$ cat src/rtl/mem_bus_pkg.sv
// Shared definitions for the cpu memory bus: operation codes, MMIO addresses, responder states.
// Latency: n/a (types and constants only).
// Backpressure: n/a.
package mem_bus_pkg;

    localparam logic MEM_READ  = 1'b0;
    localparam logic MEM_WRITE = 1'b1;

    localparam logic [7:0] IO_OUT_ADDR_DFLT = 8'hFF;
    localparam logic [7:0] IO_IN_ADDR_DFLT  = 8'hFE;

    typedef enum logic {
        ST_LOAD = 1'b0,
        ST_RUN  = 1'b1
    } state_e;

endpackage

$ cat src/rtl/mem_array.sv
// Plain 2**ADDR_W x DATA_W storage with one synchronous write port and one asynchronous read port.
// Latency: writes land on the clock edge; reads are combinational.
// Backpressure: none; no reset, so contents survive a responder reset.
module mem_array #(
    parameter int ADDR_W = 8,
    parameter int DATA_W = 8
) (
    input  logic              clk,
    input  logic              we_i,
    input  logic [ADDR_W-1:0] waddr_i,
    input  logic [DATA_W-1:0] wdata_i,
    input  logic [ADDR_W-1:0] raddr_i,
    output logic [DATA_W-1:0] rdata_o
);

    logic [DATA_W-1:0] mem [2**ADDR_W];

    // Single write port; deliberately unreset storage.
    always_ff @(posedge clk) begin
        if (we_i) begin
            mem[waddr_i] <= wdata_i;
        end
    end

    assign rdata_o = mem[raddr_i];

endmodule

$ cat src/rtl/mem_responder.sv
// Memory-side responder: boot-loads RAM from a byte stream, then serves CPU reads/writes plus two MMIO bytes.
// Latency: CPU reads are zero-latency (combinational); writes, io_out and its strobe update on the next edge.
// Backpressure: load_ready is high for the whole LOAD phase and low in RUN; the CPU is held via cpu_run.
module mem_responder
    import mem_bus_pkg::*;
#(
    parameter int                ADDR_W      = 8,
    parameter int                DATA_W      = 8,
    parameter logic [ADDR_W-1:0] IO_OUT_ADDR = ADDR_W'(IO_OUT_ADDR_DFLT),
    parameter logic [ADDR_W-1:0] IO_IN_ADDR  = ADDR_W'(IO_IN_ADDR_DFLT)
) (
    input  logic              clk,
    input  logic              reset,
    input  logic              memory_operation,
    input  logic [ADDR_W-1:0] memory_address,
    input  logic [DATA_W-1:0] to_memory,
    output logic [DATA_W-1:0] from_memory,
    input  logic              load_valid,
    input  logic [DATA_W-1:0] load_data,
    input  logic              load_last,
    output logic              load_ready,
    output logic              cpu_run,
    output logic [DATA_W-1:0] io_out,
    output logic              io_out_strobe,
    input  logic [DATA_W-1:0] io_in
);

    state_e            state_q, state_d;
    logic [ADDR_W-1:0] load_ptr_q, load_ptr_d;
    logic [DATA_W-1:0] io_out_q, io_out_d;
    logic              strobe_q, strobe_d;

    logic              mem_we;
    logic [ADDR_W-1:0] mem_waddr;
    logic [DATA_W-1:0] mem_wdata;
    logic [DATA_W-1:0] mem_rdata;

    logic load_fire;
    logic cpu_wr;
    logic hit_io_out;
    logic hit_io_in;

    assign load_fire  = (state_q == ST_LOAD) && load_valid;
    assign cpu_wr     = (state_q == ST_RUN) && (memory_operation == MEM_WRITE);
    assign hit_io_out = (memory_address == IO_OUT_ADDR);
    assign hit_io_in  = (memory_address == IO_IN_ADDR);

    // State register; async reset drops cpu_run immediately so the CPU is held during reload.
    always_ff @(posedge clk or negedge reset) begin
        if (!reset) begin
            state_q <= ST_LOAD;
        end else begin
            state_q <= state_d;
        end
    end

    // Leave LOAD after the marked last byte or after filling the top address; RUN is terminal.
    always_comb begin
        state_d = state_q;
        if (load_fire && (load_last || (load_ptr_q == '1))) begin
            state_d = ST_RUN;
        end
    end

    // Handshake outputs are pure decodes of the state.
    always_comb begin
        load_ready = (state_q == ST_LOAD);
        cpu_run    = (state_q == ST_RUN);
    end

    // Loader owns the write port in LOAD; CPU owns it in RUN, except for the MMIO addresses.
    always_comb begin
        mem_we    = 1'b0;
        mem_waddr = memory_address;
        mem_wdata = to_memory;
        if (load_fire) begin
            mem_we    = 1'b1;
            mem_waddr = load_ptr_q;
            mem_wdata = load_data;
        end else if (cpu_wr && !hit_io_out && !hit_io_in) begin
            mem_we    = 1'b1;
        end
    end

    // Load pointer and MMIO output latch next-state; strobe is high only for the cycle after a write.
    always_comb begin
        load_ptr_d = load_ptr_q;
        io_out_d   = io_out_q;
        strobe_d   = 1'b0;
        if (load_fire) begin
            load_ptr_d = load_ptr_q + 1'b1;
        end
        if (cpu_wr && hit_io_out) begin
            io_out_d = to_memory;
            strobe_d = 1'b1;
        end
    end

    // Datapath registers; load pointer restarts at 0 on every reset so partial images reload from the top.
    always_ff @(posedge clk or negedge reset) begin
        if (!reset) begin
            load_ptr_q <= '0;
            io_out_q   <= '0;
            strobe_q   <= 1'b0;
        end else begin
            load_ptr_q <= load_ptr_d;
            io_out_q   <= io_out_d;
            strobe_q   <= strobe_d;
        end
    end

    mem_array #(
        .ADDR_W (ADDR_W),
        .DATA_W (DATA_W)
    ) u_mem (
        .clk     (clk),
        .we_i    (mem_we),
        .waddr_i (mem_waddr),
        .wdata_i (mem_wdata),
        .raddr_i (memory_address),
        .rdata_o (mem_rdata)
    );

    assign io_out        = io_out_q;
    assign io_out_strobe = strobe_q;
    assign from_memory   = hit_io_in  ? io_in    :
                           hit_io_out ? io_out_q : mem_rdata;

endmodule
$ cat config.mk
export PLATFORM = sky130hd
export DESIGN_NAME = mem_responder
export DESIGN_NICKNAME = d
export VERILOG_FILES = /design/src/rtl/mem_bus_pkg.sv /design/src/rtl/mem_array.sv /design/src/rtl/mem_responder.sv
export SDC_FILE = /design/constraint.sdc
export NUM_CORES = 2
export LEC_CHECK = 0
export CORE_ASPECT_RATIO = 1.4
export CORE_MARGIN = 3
export CORE_UTILIZATION = 35
export CTS_BUF_LIST = sky130_fd_sc_hd__clkbuf_8
export DETAILED_ROUTE_END_ITERATION = 7
export GPL_TIMING_DRIVEN = 0
export SYNTH_ARGS = -nofsm -noshare
export SYNTH_HDL_FRONTEND = slang
export SYNTH_HIERARCHICAL = 1
export SYNTH_SLANG_ARGS = --single-unit
$ cat constraint.sdc
create_clock -name clk -period 10.85 [get_ports clk]
set_clock_uncertainty 0.2 [all_clocks]
set_input_delay 2.17 -clock clk [delete_from_list [all_inputs] [get_ports clk]]
set_output_delay 2.17 -clock clk [all_outputs]
set_load 0.1 [all_outputs]
==> impl_metrics.toml <==
[run]
maxCapViolations = 1

[setup_path]
worst-path-buf-inv = 5
worstReg2RegEnd = "u_mem/mem[216][3]"
rr_startpoint = "cpu_run"
crit_path_max_fanout = 13
critPathArrivalTime_ns = 8.49
reg2regPathDepth = 8
worstPathCellList = "clkdlybuf4s50_1 > buf_2 > nor2b_1 > buf_1 > clkbuf_1 > a22oi_1 > a21oi_1 > nor3_1 > nor4_2 > mux2_2 > clkdlybuf4s50_1"
timing.reg2reg.setup_slack_ns = 5.41
cp-start-kind = "input pin"
path_common_cell = "clkdlybuf4s50_1"
critPathKind = "input pin to output port"
max_stage_delay_ns = 1.13
crit_slowest_cell = "clkdlybuf4s50_1"
crit_family = "buffers and inverters"
critPathRequiredTime_ns = 8.48
cp-end-kind = "output port"

[synthesis]
synthFlopType = "edfxtp_1"
synth.top_cell.area_share_pct = 76.4
ys_types = 61
synth_area_per_cell_um2 = 21.1
ys_ff_latch = 2066
async_flop_share_pct = 0.871
syn_area_um2 = 80500
synth_fp_nets = 3855
synth_edf_count = 2048
synth_warnings = 6
synth_largest_area_cell = "edfxtp_1"
synth_most_common_cell = "edfxtp_1"
synth_area_leaders = "edfxtp_1 76%, mux4_2 13%, mux2i_1 1.7%, nor2_1 1.3%, a22oi_1 1.2%"
syn_inst = 3817
synth.top_cells.by_count = "2048 x edfxtp_1, 454 x mux4_2, 282 x nor2_1"
ys_seq_area_share_pct = 76.9

[timing]
rsz0062_at_grt = "false"
worst_pin_slew_ns = 1.60
slew_headroom_pct = -6.57
max_freq_mhz = 92.1
fin_crit_ns = 10.86
final_hold_viol_count = 0
drv_slew = 11
setup-tns-final_ns = -0.00865
setup_ws_ns = -0.00865
fin_crit_sh_pct = 100
setup_viol = 1

[global_route]
grt_pass1_vias = 42800
antenna_found_initial = 17
grt_max_degree = 157
grt_pass1_wl_um = 346000
grt-ovfl-total = 0
track_usage_pct = 21.2

[placement]
io_buffers = 54
place_inst = 6920
routabilityCongestion = 0.998
dpl_worst_slack_ns = -0.551
placed_cell_area_um2 = 85400
dp_hpwl_um = 171000

[clocking]
clockBufferDepth = 4
clockRootBuffer = "clkbuf_8"
ctsHoldBuffers = 0
htreeDepth = 5
cts.sinks = 2066
cts.clk_slew.worst_paths_ns = 0.06
cts_resized = 16
cts_tree = "done"
numCtsBuffers = 297
insertion_delay_ns = 0.87
cts_setup_buffers = 0

[finish]
nets = 4226
area_growth_pct = 12.7
fin_cells = 7440
finalInstanceArea_um2 = 90700
drive_above_1_share_pct = 23.4
final_util_pct = 39.8

[pwr]
powerDensity_nw_per_um2 = 171
leakagePower_nw = 28.0
peakVddDrop_mv = 0.0929
combPwrFrac_pct = 6.8
p_sw_share_pct = 23.8
power.switching_mw = 3.69
p_clk_share_pct = 36.5
power.internal_mw = 11.8
p_seq_share_pct = 56.7

[outcome]
outcome = "complete, but fails checks"
violations = "capacitance limit, slew limit, setup timing"

[floorplanning]
coreArea_um2 = 228000
fp.dieArea_um2 = 236000
die_h_um = 574
fp.dieW_um = 411
ioPinCount = 56
row_count = 207
start_util_pct = 35.3

[route]
wl_per_cell_um = 34.2
num_vias = 42600
wl_um = 254000
drt_iter0_drc = 5897
ant_nets = 0
drcViolationCount = 0
dr.pass1.iters = 8
vias_per_cell = 5.72

[worst_hold_path]
worstHoldStart = "load_ptr_q[6]"
worstHoldPathCells = 1
min_delay_worst_endpoint = "load_ptr_q[6]"
hold_path_class = "flop to flop"
cell usage in the layout, fill, tap and decap left out, types with 10 or more instances in the layout:
cell type,instances
o21ai_0,12
nand3_1,36
clkbuf_1,80
nor2b_1,31
diode_2,13
mux2_2,34
clkbuf_8,303
o211ai_1,10
buf_1,16
clkbuf_2,29
edfxtp_1,2048
nor2_1,281
mux4_2,454
nand2_1,39
inv_6,10
clkinv_1,71
a221oi_1,13
buf_8,15
a22oi_1,133
nor4_2,11
o221ai_1,46
dfrtp_1,18
inv_1,89
buf_16,12
buf_4,31
nor4_1,16
clkinv_2,23
nor3_1,22
buf_2,40
a21oi_1,97
mux2i_1,134
a211oi_1,16
buf_6,21
clkdlybuf4s50_1,54
o22ai_1,28
nand4_1,14
kinds of logic (layout without fill, tap and decap cells):
| logic type | Yosys count | in the layout | synth area share (%) |
|---|---|---|---|
| fa+ha+maj | 1 | 1 | 0.0155 |
| compound gates | 388 | 388 | 3.40 |
| simple gates | 484 | 484 | 2.73 |
| other cells | 0 | 13 | 0 |
| mux | 632 | 632 | 15.0 |
| buf+inv | 239 | 819 | 1.83 |
| xor+xnor | 7 | 7 | 0.0761 |
| flops | 2066 | 2066 | 76.9 |
metrics by stage:
stage	hold WS (ns)	power (mW)
2_1_floorplan	0.255	9.54
3_3_place_gp	0.297	10.0
3_5_place_dp	0.290	10.0
4_1_cts	0.307	15.6
5_1_grt	0.335	16.0
6_report	0.307	15.5
layout make-up:
cell class,instances,area (µm²)
Timing Repair Buffer,73,933
Fill cell,20400,137000
Clock buffer,303,4170
Multi-Input combinational cell,1512,17300
Antenna cell,13,32.5
Inverter,3,11.3
Clock inverter,205,1030
Tap cell,3030,3790
Sequential cell,2066,61900
Buffer,235,1520
sequential cells by signal, summed over array words and instances, names as in the netlist:
register	flops
io_out	8
load_ptr_q	8
u_mem/mem	2048
cpu_run	1
io_out_strobe	1
how the worst max path moves through the flow:
| stage | startpoint | end | slack, ns | cells after the start |
|---|---|---|---|---|
| after detailed placement | memory_address[2] | from_memory[4] | -0.55 | 11 |
| after global placement | memory_address[2] | from_memory[1] | -0.86 | 10 |
| after CTS | memory_address[2] | from_memory[1] | 0.009 | 11 |
| after floorplan | memory_address[0] | from_memory[2] | 4.01 | 10 |
| after global routing | memory_address[2] | from_memory[0] | 0.05 | 11 |
| final | memory_address[2] | from_memory[0] | -0.009 | 11 |
per-layer routing:
layer  wire [µm]  GRT usage (%)  up-vias
met1       85500           24.4    22500
met4       21100           15.3        8
li1            -              -    16800
met2      125000           34.8     2606
met5          57              0        -
met3       23100           4.92      704
power by group through the flow:
stage	registers, mW	clock network [mW]	logic [mW]
global route	8.80	6.12	1.08
floorplan	8.99	0	0.546
detailed placement	8.97	0	1.04
CTS	8.80	5.77	1.05
global placement	9.00	0	1.00
finish	8.80	5.67	1.06
Power figures use the tool's default switching activity.
